`config.mk`:
```
export PLATFORM = sky130hd
export DESIGN_NAME = flappy_game_ctrl
export DESIGN_NICKNAME = d
export VERILOG_FILES = /design/src/rtl/flappy_pkg.sv /design/src/rtl/flappy_game_ctrl_btn_edge.sv /design/src/rtl/flappy_game_ctrl.sv
export SDC_FILE = /design/constraint.sdc
export NUM_CORES = 1
export LEC_CHECK = 0
export BUFFER_PORTS_ARGS = -buffer_cell sky130_fd_sc_hd__buf_2
export CAP_MARGIN = 20
export CORE_MARGIN = 5
export CORE_UTILIZATION = 57
export CTS_BUF_LIST = sky130_fd_sc_hd__clkbuf_4
export CTS_CLUSTER_SIZE = 14
export DETAILED_ROUTE_END_ITERATION = 12
export PLACE_DENSITY = 0.8
export REMOVE_ABC_BUFFERS = 1
export SETUP_SLACK_MARGIN = 0.4
export SLEW_MARGIN = 20
export SYNTH_ARGS = -nofsm -noshare
export SYNTH_HDL_FRONTEND = slang
export SYNTH_SLANG_ARGS = --single-unit
```
`constraint.sdc`:
```
create_clock -name system_clk_i -period 2.7 [get_ports system_clk_i]
set_input_delay 0.405 -clock system_clk_i [delete_from_list [all_inputs] [get_ports system_clk_i]]
set_output_delay 0.405 -clock system_clk_i [all_outputs]
set_load 0.01 [all_outputs]
```
`src/rtl/flappy_pkg.sv`:
```
// flappy_pkg: shared state encoding, playfield geometry and BCD helpers
//   state_t     : IDLE=0 READY=1 PLAY=2 DYING=3 OVER=4
//   geometry    : MIN_Y, MAX_Y, BIRD_L, BIRD_START, HEIGHT_BIRD
//   BCD_MAX     : two-digit BCD ceiling for the score
package flappy_pkg;
   typedef enum logic [2:0] {
      S_IDLE  = 3'd0,
      S_READY = 3'd1,
      S_PLAY  = 3'd2,
      S_DYING = 3'd3,
      S_OVER  = 3'd4
   } state_t;
   localparam int MIN_Y       = 45;
   localparam int MAX_Y       = 426;
   localparam int BIRD_L      = 70;
   localparam int BIRD_START  = 235;
   localparam int HEIGHT_BIRD = 19;
   localparam logic [7:0] BCD_MAX = 8'h99;
   // Saturating two-digit BCD increment: 09->10, 99 stays 99
   function automatic logic [7:0] bcd_inc(input logic [7:0] v);
      return v == BCD_MAX ? v : v[3:0] == 4'd9 ? {v[7:4] + 4'd1, 4'd0} : v + 8'd1;
   endfunction
endpackage

```
`src/rtl/flappy_game_ctrl_btn_edge.sv`:
```
// btn_edge: synchronizes and debounces the raw flap button, pulses on its rising edge
//   system_clk_i : clock
//   rst_i        : asynchronous active-high reset
//   raw_i        : raw asynchronous button level
//   press_o      : one-cycle pulse, 2+DB_CYCLES cycles after a stable rising change
module btn_edge #(
   parameter int DB_CYCLES = 16
) (
   input  logic system_clk_i,
   input  logic rst_i,
   input  logic raw_i,
   output logic press_o
);
   localparam int CW = $clog2(DB_CYCLES + 1);
   logic sync1_q, sync2_q, db_q, press_q;
   logic [CW-1:0] cnt_q;
   logic differs, settled;
   // the synchronized level must disagree with the debounced one for DB_CYCLES samples in a row
   assign differs = sync2_q != db_q;
   assign settled = differs && cnt_q == CW'(DB_CYCLES - 1);
   always_ff @(posedge system_clk_i or posedge rst_i) begin
      if (rst_i) begin
         sync1_q <= 1'b0;
         sync2_q <= 1'b0;
         db_q    <= 1'b0;
         press_q <= 1'b0;
         cnt_q   <= '0;
      end else begin
         sync1_q <= raw_i;
         sync2_q <= sync1_q;
         cnt_q   <= (differs && !settled) ? cnt_q + 1'b1 : '0;
         db_q    <= settled ? sync2_q : db_q;
         press_q <= settled && sync2_q;
      end
   end
   assign press_o = press_q;
endmodule

```
`src/rtl/flappy_game_ctrl.sv`:
```
// flappy_game_ctrl: IDLE/READY/PLAY/DYING/OVER game sequencer with BCD score and best score
//   system_clk_i, rst_i : clock, asynchronous active-high reset
//   tick_i              : frame-rate pulse
//   btnup_i             : raw flap button
//   pass_pulse_i        : a pipe was passed
//   hit_pipe_i          : bird overlaps a pipe
//   bird_pic_b_i        : bird bottom row
//   bird_hold_o, bird_run_o, pipe_run_o, pipe_clear_o : datapath controls
//   score_bcd_o, best_bcd_o : current and best score, 2 BCD digits
//   game_over_o, state_o    : status
module flappy_game_ctrl
   import flappy_pkg::*;
#(
   parameter int READY_TICKS = 60,
   parameter int DIE_TICKS   = 45,
   parameter int GROUND_Y    = 424,
   parameter int DB_CYCLES   = 16
) (
   input  logic       system_clk_i,
   input  logic       rst_i,
   input  logic       tick_i,
   input  logic       btnup_i,
   input  logic       pass_pulse_i,
   input  logic       hit_pipe_i,
   input  logic [9:0] bird_pic_b_i,
   output logic       bird_hold_o,
   output logic       bird_run_o,
   output logic       pipe_run_o,
   output logic       pipe_clear_o,
   output logic [7:0] score_bcd_o,
   output logic [7:0] best_bcd_o,
   output logic       game_over_o,
   output logic [2:0] state_o
);
   state_t state_q, state_d;
   logic [6:0] cnt_q, cnt_d;
   logic [7:0] score_q, score_d, best_q, best_d;
   logic clear_d, press, dead, last_ready, last_die;
   logic bird_hold_q, bird_run_q, pipe_run_q, pipe_clear_q, game_over_q;
   btn_edge #(.DB_CYCLES(DB_CYCLES)) u_btn (
      .system_clk_i(system_clk_i),
      .rst_i       (rst_i),
      .raw_i       (btnup_i),
      .press_o     (press)
   );
   assign dead       = hit_pipe_i || bird_pic_b_i >= 10'(GROUND_Y);
   assign last_ready = cnt_q == 7'(READY_TICKS - 1);
   assign last_die   = cnt_q == 7'(DIE_TICKS - 1);
   always_comb begin
      state_d = state_q;
      cnt_d   = cnt_q;
      score_d = score_q;
      best_d  = best_q;
      clear_d = 1'b0;
      case (state_q)
         S_IDLE: if (press) begin
            state_d = S_READY;
            clear_d = 1'b1;
            score_d = '0;
            cnt_d   = '0;
         end
         S_READY: if (tick_i) begin
            state_d = last_ready ? S_PLAY : S_READY;
            cnt_d   = last_ready ? '0 : cnt_q + 7'd1;
         end
         // death outranks a coincident pass
         S_PLAY: if (dead) begin
            state_d = S_DYING;
            cnt_d   = '0;
         end else if (pass_pulse_i) score_d = bcd_inc(score_q);
         // BCD digits compare correctly as plain binary
         S_DYING: if (tick_i) begin
            state_d = last_die ? S_OVER : S_DYING;
            cnt_d   = last_die ? '0 : cnt_q + 7'd1;
            best_d  = (last_die && score_q > best_q) ? score_q : best_q;
         end
         S_OVER: if (press) state_d = S_IDLE;
         default: state_d = S_IDLE;
      endcase
   end
   always_ff @(posedge system_clk_i or posedge rst_i) begin
      if (rst_i) begin
         state_q      <= S_IDLE;
         cnt_q        <= '0;
         score_q      <= '0;
         best_q       <= '0;
         bird_hold_q  <= 1'b1;
         bird_run_q   <= 1'b0;
         pipe_run_q   <= 1'b0;
         pipe_clear_q <= 1'b0;
         game_over_q  <= 1'b0;
      end else begin
         state_q      <= state_d;
         cnt_q        <= cnt_d;
         score_q      <= score_d;
         best_q       <= best_d;
         bird_hold_q  <= state_d == S_IDLE || state_d == S_READY;
         bird_run_q   <= state_d == S_PLAY || state_d == S_DYING;
         pipe_run_q   <= state_d == S_PLAY;
         pipe_clear_q <= clear_d;
         game_over_q  <= state_d == S_OVER;
      end
   end
   assign state_o      = state_q;
   assign score_bcd_o  = score_q;
   assign best_bcd_o   = best_q;
   assign bird_hold_o  = bird_hold_q;
   assign bird_run_o   = bird_run_q;
   assign pipe_run_o   = pipe_run_q;
   assign pipe_clear_o = pipe_clear_q;
   assign game_over_o  = game_over_q;
endmodule

```
==> reports/results.ini, run 1 <==
[synth]
avgSynthCellArea_um2 = 10.03
synth-edff-count = 0
synthTopCellsByArea = dfrtp_1, ha_1, nand2_1, inv_1, mux2_2
synth_top_area_share_pct = 45.67
synth_seq_cells = 40
yosysWarnings = 0
synth-main-ff-cell = dfrtp_1
yosysTopAreaCell = dfrtp_1
seq_area_frac_synth_pct = 46.90
mappedNetlistArea_um2 = 2137
synth_cells = 213
ys_types = 47
synthArstFlopShare_pct = 100.0

[hold_path]
holdCritPathClass = input pin to flip-flop
hold_depth = 1
min_from = btnup_i

[route]
dr.pass1.iters = 4
routed-via-count = 1670
drtAntennaViolNets = 0
drcViolationCount = 0
drt_iter0_drc = 72
wl_per_cell_um = 13.80
vias_per_cell = 5.493
totalWireLength_um = 4196

[floorplanning]
io_pins = 40
start_util_pct = 58.82
die_h_um = 71.23
die_x_um = 71.23
rows = 22
coreArea_um2 = 3633
die_area_um2 = 5074

[clocking]
cts.sinks = 40
root_buffer = clkbuf_4
htree_levels = 2
post_cts_hold_buffer_count = 0
clock_path_buffers = 2
cts_tree = done
numCtsBuffers = 5
clk_latency_ps = 350
clk_pin_slew_ps = 110

[worst_setup_path]
cp_cell_sequence = or4b_1 > a22o_1 > or4_1 > nand2_1
cp-startpoint = state_o[2]$_DFF_PP0_
ff2ff_setup_slack_ps = 510
path_buf_inv = 0
cp.depth = 4
crit_path_top_delay_cell = or4b_1
crit_path_start_kind = flip-flop
critPathKind = flip-flop to flip-flop
rr_worst_depth = 4
r2r_start = state_o[2]$_DFF_PP0_
arrival_ps = 2480
max_stage_delay_ps = 700
crit_fanout = 13
cpLargestDelayFamily = simple AND/OR/NAND/NOR gates
cp-end-kind = flip-flop
cp.required_ps = 2990

[sta]
tightest_slew_ps = 498.1
slew_headroom_pct = 66.79
min_period_over_period_pct = 81.28
setup_viol = 0
hold_viol = 0
fmax_mhz = 455.7
rsz0062_at_grt = false
drv_slew = 0
setup_tns_ps = 0
skew_ps = 6.912
fin_crit_ps = 2195

[flow_run]
maxCapViolCount = 0

[placement]
place_congestion = 0.8524
dpl_cell_area_um2 = 2379
dp_hpwl_um = 3207
port_buffers = 36

[power]
p_leak_uw = 0.001203
powerDensity_nw_per_um2 = 580.7
irDropWorstVdd_mv = 0.4055
power_uw = 1429

[global_route]
track_usage_pct = 18.35
grt_max_degree = 41
grt_pass1_vias = 1623
grt_first_pass_wirelength_um = 7417
overflow = 0
antenna_found_initial = 0

[cells_and_area]
final_common_cell = dfrtp_1
diodes = 0
nets = 287
num-fill-cells = 303
syn2layout_area_growth_pct = 15.16
final_cell_mix = dfrtp_1, buf_2, nand2_1, inv_1, ha_1
post-route-cell-area_um2 = 2461
drive_above_1_share_pct = 23.83
final_core_util_pct = 67.73

[run_status]
outcome = finished, final reports clean

==> cell usage after synthesis, types with 2 or more instances <==
cell        n
a211o_1     2
a21oi_1     6
a2bb2oi_1   4
and3_1      3
buf_2       2
clkbuf_1    2
dfrtp_1    39
ha_1       16
inv_1      21
mux2_2      6
mux2i_1     3
nand2_1    25
nand2b_1    6
nand3_1     6
nand4_1     2
nor2_1      8
nor2b_1     4
nor3_1      6
o2111ai_1   2
o211ai_1    4
o21ai_0     8
o21ai_1     5
o31ai_1     5
or2_1       2
or2_2       2
or3_1       2
xor2_1      2
==> where the power goes <==
part | total [uW] | internal, uW | switching, uW
Clock | 375 | 189 | 186
Sequential | 758 | 673 | 84.3
Combinational | 297 | 138 | 159
==> metal layers <==
layer	GRT usage [%]	wire, um	vias up
met4	5.010	53	0
met5	0	0	-
met1	22.85	1825	793
li1	-	-	837
met3	5.470	238	5
met2	31.02	2079	35
==> state kept, by name, indices dropped and copies added, names as in the netlist <==
signal         flops
pipe_clear_o       1
score_bcd_o        8
u_btn.sync2_q      1
cnt_q              7
u_btn.db_q         1
u_btn.press_o      1
u_btn.cnt_q        5
bird_run_o         1
best_bcd_o         8
pipe_run_o         1
game_over_o        1
state_o            3
bird_hold_o        1
u_btn.sync1_q      1
==> per-stage QoR <==
step                      hold slack [ps]  setup slack, ps  cells
after global routing                133.4            421.1    304
after floorplan                     331.2            680.2    208
final                               163.0            505.5    304
after global placement              336.5            563.3    296
after CTS                           148.3            495.4    304
after detailed placement            337.1            500.4    296
==> final cells by class <==
class / count / area, um^2 / area share [%]
clock inverters: 3 / 37.54 / 1.525
multi-input cells: 147 / 1035 / 42.04
inverters: 21 / 78.83 / 3.203
flip-flops and latches: 40 / 1002 / 40.72
clock buffers: 5 / 37.54 / 1.525
well taps: 48 / 60.06 / 2.440
repair buffers: 40 / 210.2 / 8.541
==> cell families (layout without fill, tap and decap cells) <==
family          Yosys count  count (layout)  synth area share [%]
compound gates           46              46                 15.17
xor+xnor                  3               3                 1.230
fa+ha+maj                16              16                 9.368
buf+inv                  26              69                 5.035
flops                    40              40                 46.90
mux                      10              10                 5.093
simple gates             72              72                 17.21
==> path summary, 6_finish.rpt <==
kind	endpoint
hold reg to reg	u_btn.sync2_q$_DFF_PP0_
setup reg to reg	score_bcd_o[7]$_DFFE_PP0P_
min in group asynchronous	u_btn.cnt_q[2]$_DFF_PP0_
max in group asynchronous	bird_hold_o$_DFF_PP1_
hold / removal	u_btn.sync1_q$_DFF_PP0_
setup / recovery	score_bcd_o[7]$_DFFE_PP0P_
==> what timing repair did <==
item / CTS / global route
endpoints found under the setup margin: 0 / 4
buffers inserted: 0 / 0
resized for setup: 0 / 1
Note: power is estimated with default switching activity, not from simulation.
==> inputs of run 2 (changes only) <==
--- a/config.mk
+++ b/config.mk
@@ -8,11 +8,11 @@
 export BUFFER_PORTS_ARGS = -buffer_cell sky130_fd_sc_hd__buf_2
 export CAP_MARGIN = 20
 export CORE_MARGIN = 5
-export CORE_UTILIZATION = 57
+export CORE_UTILIZATION = 52
 export CTS_BUF_LIST = sky130_fd_sc_hd__clkbuf_4
 export CTS_CLUSTER_SIZE = 14
 export DETAILED_ROUTE_END_ITERATION = 12
-export PLACE_DENSITY = 0.8
+export PLACE_DENSITY = 0.76
 export REMOVE_ABC_BUFFERS = 1
 export SETUP_SLACK_MARGIN = 0.4
 export SLEW_MARGIN = 20
==> constraint.sdc (replaced) <==
create_clock -name system_clk_i -period 1.9 [get_ports system_clk_i]
set_input_delay 0.285 -clock system_clk_i [delete_from_list [all_inputs] [get_ports system_clk_i]]
set_output_delay 0.285 -clock system_clk_i [all_outputs]
set_load 0.01 [all_outputs]
==> run 2 against run 1 <==
  * Clock power rose by 54%
  * Maximum frequency rose by 17%
  * Combinational power rose to 3.4 times the previous value
  * Critical path type unchanged
==> reports/results.ini, run 2 (synthesis gave the netlist of run 1 again) <==
[run_status]
outcome = finished, final reports clean

[sta]
rsz0062_at_grt = true
hold_viol = 0
fin_crit_ps = 1877
fmax_mhz = 532.9
skew_ps = 8.316
setup_tns_ps = 0
min_period_over_period_pct = 98.77
setup_viol = 0
tightest_slew_ps = 521.7
drv_slew = 0
slew_headroom_pct = 65.22

[clocking]
clk_pin_slew_ps = 120
cts_tree = done
htree_levels = 2
clock_path_buffers = 2
root_buffer = clkbuf_4
clk_latency_ps = 360
cts.sinks = 40
numCtsBuffers = 5

[route]
dr.pass1.iters = 4
drcViolationCount = 0
routed-via-count = 1941
drtAntennaViolNets = 0
totalWireLength_um = 5714
vias_per_cell = 5.437
drt_iter0_drc = 116
wl_per_cell_um = 16.01

[cells_and_area]
post-route-cell-area_um2 = 3227
final_common_cell = buf_4
nets = 338
drive_above_1_share_pct = 51.47
final_core_util_pct = 80.67
num-fill-cells = 244
final_cell_mix = buf_4, dfrtp_1, buf_2, nand2_1, buf_6
syn2layout_area_growth_pct = 51.00
diodes = 0

[floorplanning]
die_x_um = 74.11
rows = 23
io_pins = 40
die_area_um2 = 5492
die_h_um = 74.11
start_util_pct = 53.43
coreArea_um2 = 4000

[global_route]
track_usage_pct = 19.59
grt_pass1_vias = 1809
grt_first_pass_wirelength_um = 8190
overflow = 0
antenna_found_initial = 0
grt_max_degree = 41

[worst_setup_path]
ff2ff_setup_slack_ps = 20
rr_endpoint = score_bcd_o[2]$_DFFE_PP0P_
critPathKind = flip-flop to flip-flop
r2r_start = state_o[0]$_DFF_PP0_
crit_fanout = 7
cp.required_ps = 2150
arrival_ps = 2130
crit_path_start_kind = flip-flop
cp-end-kind = flip-flop
rr_worst_depth = 7

[power]
powerDensity_nw_per_um2 = 814.1
p_leak_uw = 0.001493
irDropWorstVdd_mv = 0.6358

[placement]
port_buffers = 36
dpl_cell_area_um2 = 2584
dp_hpwl_um = 3503
place_congestion = 0.8694

[hold_path]
holdCritPathClass = input pin to asynchronous set/reset pin

[flow_run]
maxCapViolCount = 0

-- run 2: cell types whose count changed in the layout (fill, tap and decap cells not counted), sizes merged --
| cell | before | now |
|---|---|---|
| buf | 40 | 91 |
| clkinv | 2 | 1 |
| clkinvlp | 0 | 1 |
-- run 2: worst max-delay path by stage --
stage,startpoint,endpoint,depth (start not counted)
after CTS,cnt_q[0]$_DFFE_PP0P_,best_bcd_o[0]$_DFFE_PP0P_,9
after global routing,score_bcd_o[1]$_DFFE_PP0P_,score_bcd_o[0]$_DFFE_PP0P_,8
final,state_o[0]$_DFF_PP0_,score_bcd_o[2]$_DFFE_PP0P_,7
after detailed placement,cnt_q[6]$_DFFE_PP0P_,best_bcd_o[2]$_DFFE_PP0P_,7
after global placement,cnt_q[6]$_DFFE_PP0P_,best_bcd_o[7]$_DFFE_PP0P_,7
after floorplan,state_o[2]$_DFF_PP0_,score_bcd_o[7]$_DFFE_PP0P_,4
-- run 2: layer usage --
layer / routed length, um / global-route usage, % / part of all wire [%] / vias up
met4: 93 / 6.640 / 1.6 / 0
li1: - / - / - / 945
met3: 258 / 4.595 / 4.5 / 12
met1: 2351 / 23.58 / 41 / 934
met2: 3011 / 34.35 / 53 / 50
met5: 0 / 0 / 0 / -
-- run 2: repair_timing --
action	in CTS	in global routing
pin swaps	21	18
resized for setup	22	58
buffers inserted	18	6
setup endpoints to repair	27	39
hold buffers	0	0
-- run 2: area by class of cell --
type | count | area [um^2] | share of cell area [%]
Clock buffer | 5 | 37.54 | 1.163
Timing Repair Buffer | 91 | 681.9 | 21.13
Sequential cell | 40 | 1005 | 31.14
Multi-Input combinational cell | 147 | 1319 | 40.87
Inverter | 21 | 78.83 | 2.443
Tap cell | 50 | 62.56 | 1.939
Clock inverter | 3 | 42.54 | 1.318
-- run 2: where the power goes --
group | switching (uW) | total [uW] | internal, uW
combinational | 493 | 1020 | 525
sequential | 73.4 | 1030 | 959
clock | 302 | 576 | 274
-- run 2: per-stage QoR --
| stage | worst slack [ps] | instances | hold WS [ps] | power, uW |
|---|---|---|---|---|
| 3_3_place_gp | 39.03 | 325 | 331.4 | 1633 |
| 4_1_cts | 60.92 | 351 | 13.56 | 2367 |
| 6_report | 23.46 | 357 | 14.67 | 2627 |
| 3_5_place_dp | 21.88 | 325 | 335.6 | 1652 |
| 5_1_grt | -35.18 | 357 | 0.6272 | 2777 |
| 2_1_floorplan | -119.8 | 208 | 316.4 | 1383 |
-- run 2: critical path: stages (launching register included) --
cell      delay (ps)
dfrtp_1          430
buf_6            140
nor3b_4          270
o311ai_4         160
a22o_4           280
buf_6            140
o21ai_0          230
o21ai_1          110
==> inputs of run 3 (changes only) <==
--- a/config.mk
+++ b/config.mk
@@ -5,14 +5,16 @@
 export SDC_FILE = /design/constraint.sdc
 export NUM_CORES = 1
 export LEC_CHECK = 0
-export BUFFER_PORTS_ARGS = -buffer_cell sky130_fd_sc_hd__buf_2
+export BUFFER_PORTS_ARGS = -buffer_cell sky130_fd_sc_hd__buf_4
 export CAP_MARGIN = 20
+export CELL_PAD_IN_SITES_DETAIL_PLACEMENT = 0
+export CELL_PAD_IN_SITES_GLOBAL_PLACEMENT = 1
 export CORE_MARGIN = 5
-export CORE_UTILIZATION = 52
+export CORE_UTILIZATION = 44
 export CTS_BUF_LIST = sky130_fd_sc_hd__clkbuf_4
 export CTS_CLUSTER_SIZE = 14
 export DETAILED_ROUTE_END_ITERATION = 12
-export PLACE_DENSITY = 0.76
+export PLACE_DENSITY = 0.8
 export REMOVE_ABC_BUFFERS = 1
 export SETUP_SLACK_MARGIN = 0.4
 export SLEW_MARGIN = 20
==> constraint.sdc (replaced) <==
create_clock -name system_clk_i -period 2 [get_ports system_clk_i]
set_input_delay 0.3 -clock system_clk_i [delete_from_list [all_inputs] [get_ports system_clk_i]]
set_output_delay 0.3 -clock system_clk_i [all_outputs]
set_load 0.01 [all_outputs]
==> run 3 against run 2 <==
  * Non-clock buffer count unchanged
  * Clock skew is 1.1 ps higher
  * Maximum frequency increased by 0.73%
  * Hold slack better by 27 ps
  * Final cell count is 5.0% higher
  * Count of clock-buffer cells in the layout unchanged
  * Combinational power down 15%
  * First-iteration DRC count is 20% lower
  * Register-to-register slack better by 110 ps
  * Core utilization down 11 points
  * Largest cell class unchanged
==> reports/results.ini, run 3 (synthesis gave the netlist of run 1 again) <==
[run_status]
outcome = finished, final reports clean

[placement]
dp_hpwl_um = 3373
dpl_cell_area_um2 = 2665
place_congestion = 0.7915
port_buffers = 36

[power]
pwr-share-seq_pct = 40.6
powerDensity_nw_per_um2 = 731.9
switching_share_pct = 32.23
p_int_uw = 1627
clock_power_share_pct = 23.1
irDropWorstVdd_mv = 0.5708
p_leak_uw = 0.001517
p_switching_uw = 774.0
pwr-share-comb_pct = 36.3

[global_route]
grt_max_degree = 41
grt_first_pass_wirelength_um = 8493
grt_pass1_vias = 1911
overflow = 0
track_usage_pct = 17.07
antenna_found_initial = 0

[worst_setup_path]
r2r_start = cnt_q[0]$_DFFE_PP0P_
crit_path_start_kind = flip-flop
critPathKind = flip-flop to flip-flop
cp-startpoint = cnt_q[0]$_DFFE_PP0P_
crit_fanout = 4
cp-end-kind = flip-flop
cp.required_ps = 2260
arrival_ps = 2120

[cells_and_area]
diodes = 0
multi_input_area_um2 = 1309
final_common_cell = buf_4
drive_above_1_share_pct = 50.97
final_core_util_pct = 69.46
num-fill-cells = 353
post-route-cell-area_um2 = 3281
final_cell_mix = buf_4, dfrtp_1, nand2_1, inv_1
register_area_um2 = 1005
nets = 339
syn2layout_area_growth_pct = 53.51

[floorplanning]
die_area_um2 = 6351
io_pins = 40
start_util_pct = 45.25
coreArea_um2 = 4723
die_x_um = 79.69
die_h_um = 79.69
rows = 25

[route]
drcViolationCount = 0
drtAntennaViolNets = 0
drt_iter0_drc = 93
wl_per_cell_um = 14.02
dr.pass1.iters = 7
routed-via-count = 1907
totalWireLength_um = 5257
vias_per_cell = 5.085

[clocking]
root_buffer = clkbuf_4
post_cts_hold_buffer_count = 0
cts.sinks = 40
clock_path_buffers = 2
clk_pin_slew_ps = 130
numCtsBuffers = 5
clk_latency_ps = 360
cts_tree = done
htree_levels = 2

[hold_path]
min_from = btnup_i
holdCritPathClass = input pin to flip-flop

[sta]
min_period_over_period_pct = 93.15
fin_crit_ps = 1863
skew_ps = 9.457
drv_slew = 0
slew_headroom_pct = 65.84
fmax_mhz = 536.8
hold_viol = 0
rsz0062_at_grt = true
tightest_slew_ps = 507.1
setup_viol = 0

[flow_run]
maxCapViolCount = 0

[run 3: cell count changes in the layout (fill, tap and decap cells not counted), sizes merged]
cell / change
a22o: +1
clkinv: -1
inv: +1
[run 3: power groups by stage]
stage / registers [uW] / clock network (uW) / logic [uW]
2_1_floorplan: 1030 / 0 / 288
3_3_place_gp: 986 / 0 / 573
3_5_place_dp: 986 / 0 / 580
4_1_cts: 973 / 577 / 737
5_1_grt: 992 / 617 / 957
6_report: 975 / 555 / 871
[run 3: what timing repair did]
item	4_1_cts	5_1_grt
cloned	1	0
pin swaps	21	8
setup endpoints to repair	24	26
resized for setup	33	33
buffers inserted	16	12
[run 3: metal layers]
| layer | part of all wire [%] | GRT usage, % | vias up | wire length (um) |
|---|---|---|---|---|
| met5 | 0 | 0 | - | 0 |
| li1 | - | - | 939 | - |
| met3 | 5.4 | 4.176 | 10 | 285 |
| met4 | 2.0 | 7.388 | 0 | 105 |
| met2 | 48 | 28.80 | 49 | 2520 |
| met1 | 45 | 20.57 | 909 | 2346 |
[run 3: final timing paths]
check	endpoint	depth (start not counted)	slack, ps
max reg2reg	best_bcd_o[3]$_DFFE_PP0P_	9	140
max	best_bcd_o[3]$_DFFE_PP0P_	9	140
min reg2reg	u_btn.sync2_q$_DFF_PP0_	0	360
min	u_btn.sync1_q$_DFF_PP0_	1	40
min in group asynchronous	score_bcd_o[3]$_DFFE_PP0P_	3	50
max in group asynchronous	state_o[1]$_DFF_PP0_	3	1570
[run 3: critical path, stage by stage, from the launching register on]
cell and delay [ps]:
dfrtp_1 400, inv_1 70, ha_2 180, nand2_2 50
nor4_2 130, buf_4 170, o2111ai_4 130, a21oi_2 160
buf_4 170, mux2_1 310
[run 3: area by class of cell]
cell class / count / area share, %
repair buffers: 91 / 21.97
clock inverters: 3 / 1.411
clock buffers: 5 / 1.144
flip-flops and latches: 40 / 30.63
multi-input cells: 148 / 39.89
well taps: 67 / 2.555
inverters: 21 / 2.403
[run 3: through the flow]
stage	total power (uW)	TNS, ps	cells	worst slack [ps]	hold WS [ps]
floorplan	1314	-19.79	208	-19.79	331.2
global placement	1559	0	338	93.13	333.3
detailed placement	1566	0	338	83.73	336.4
CTS	2287	0	363	151.3	23.14
global route	2565	0	375	31.51	7.487
finish	2401	0	375	137.0	42.13
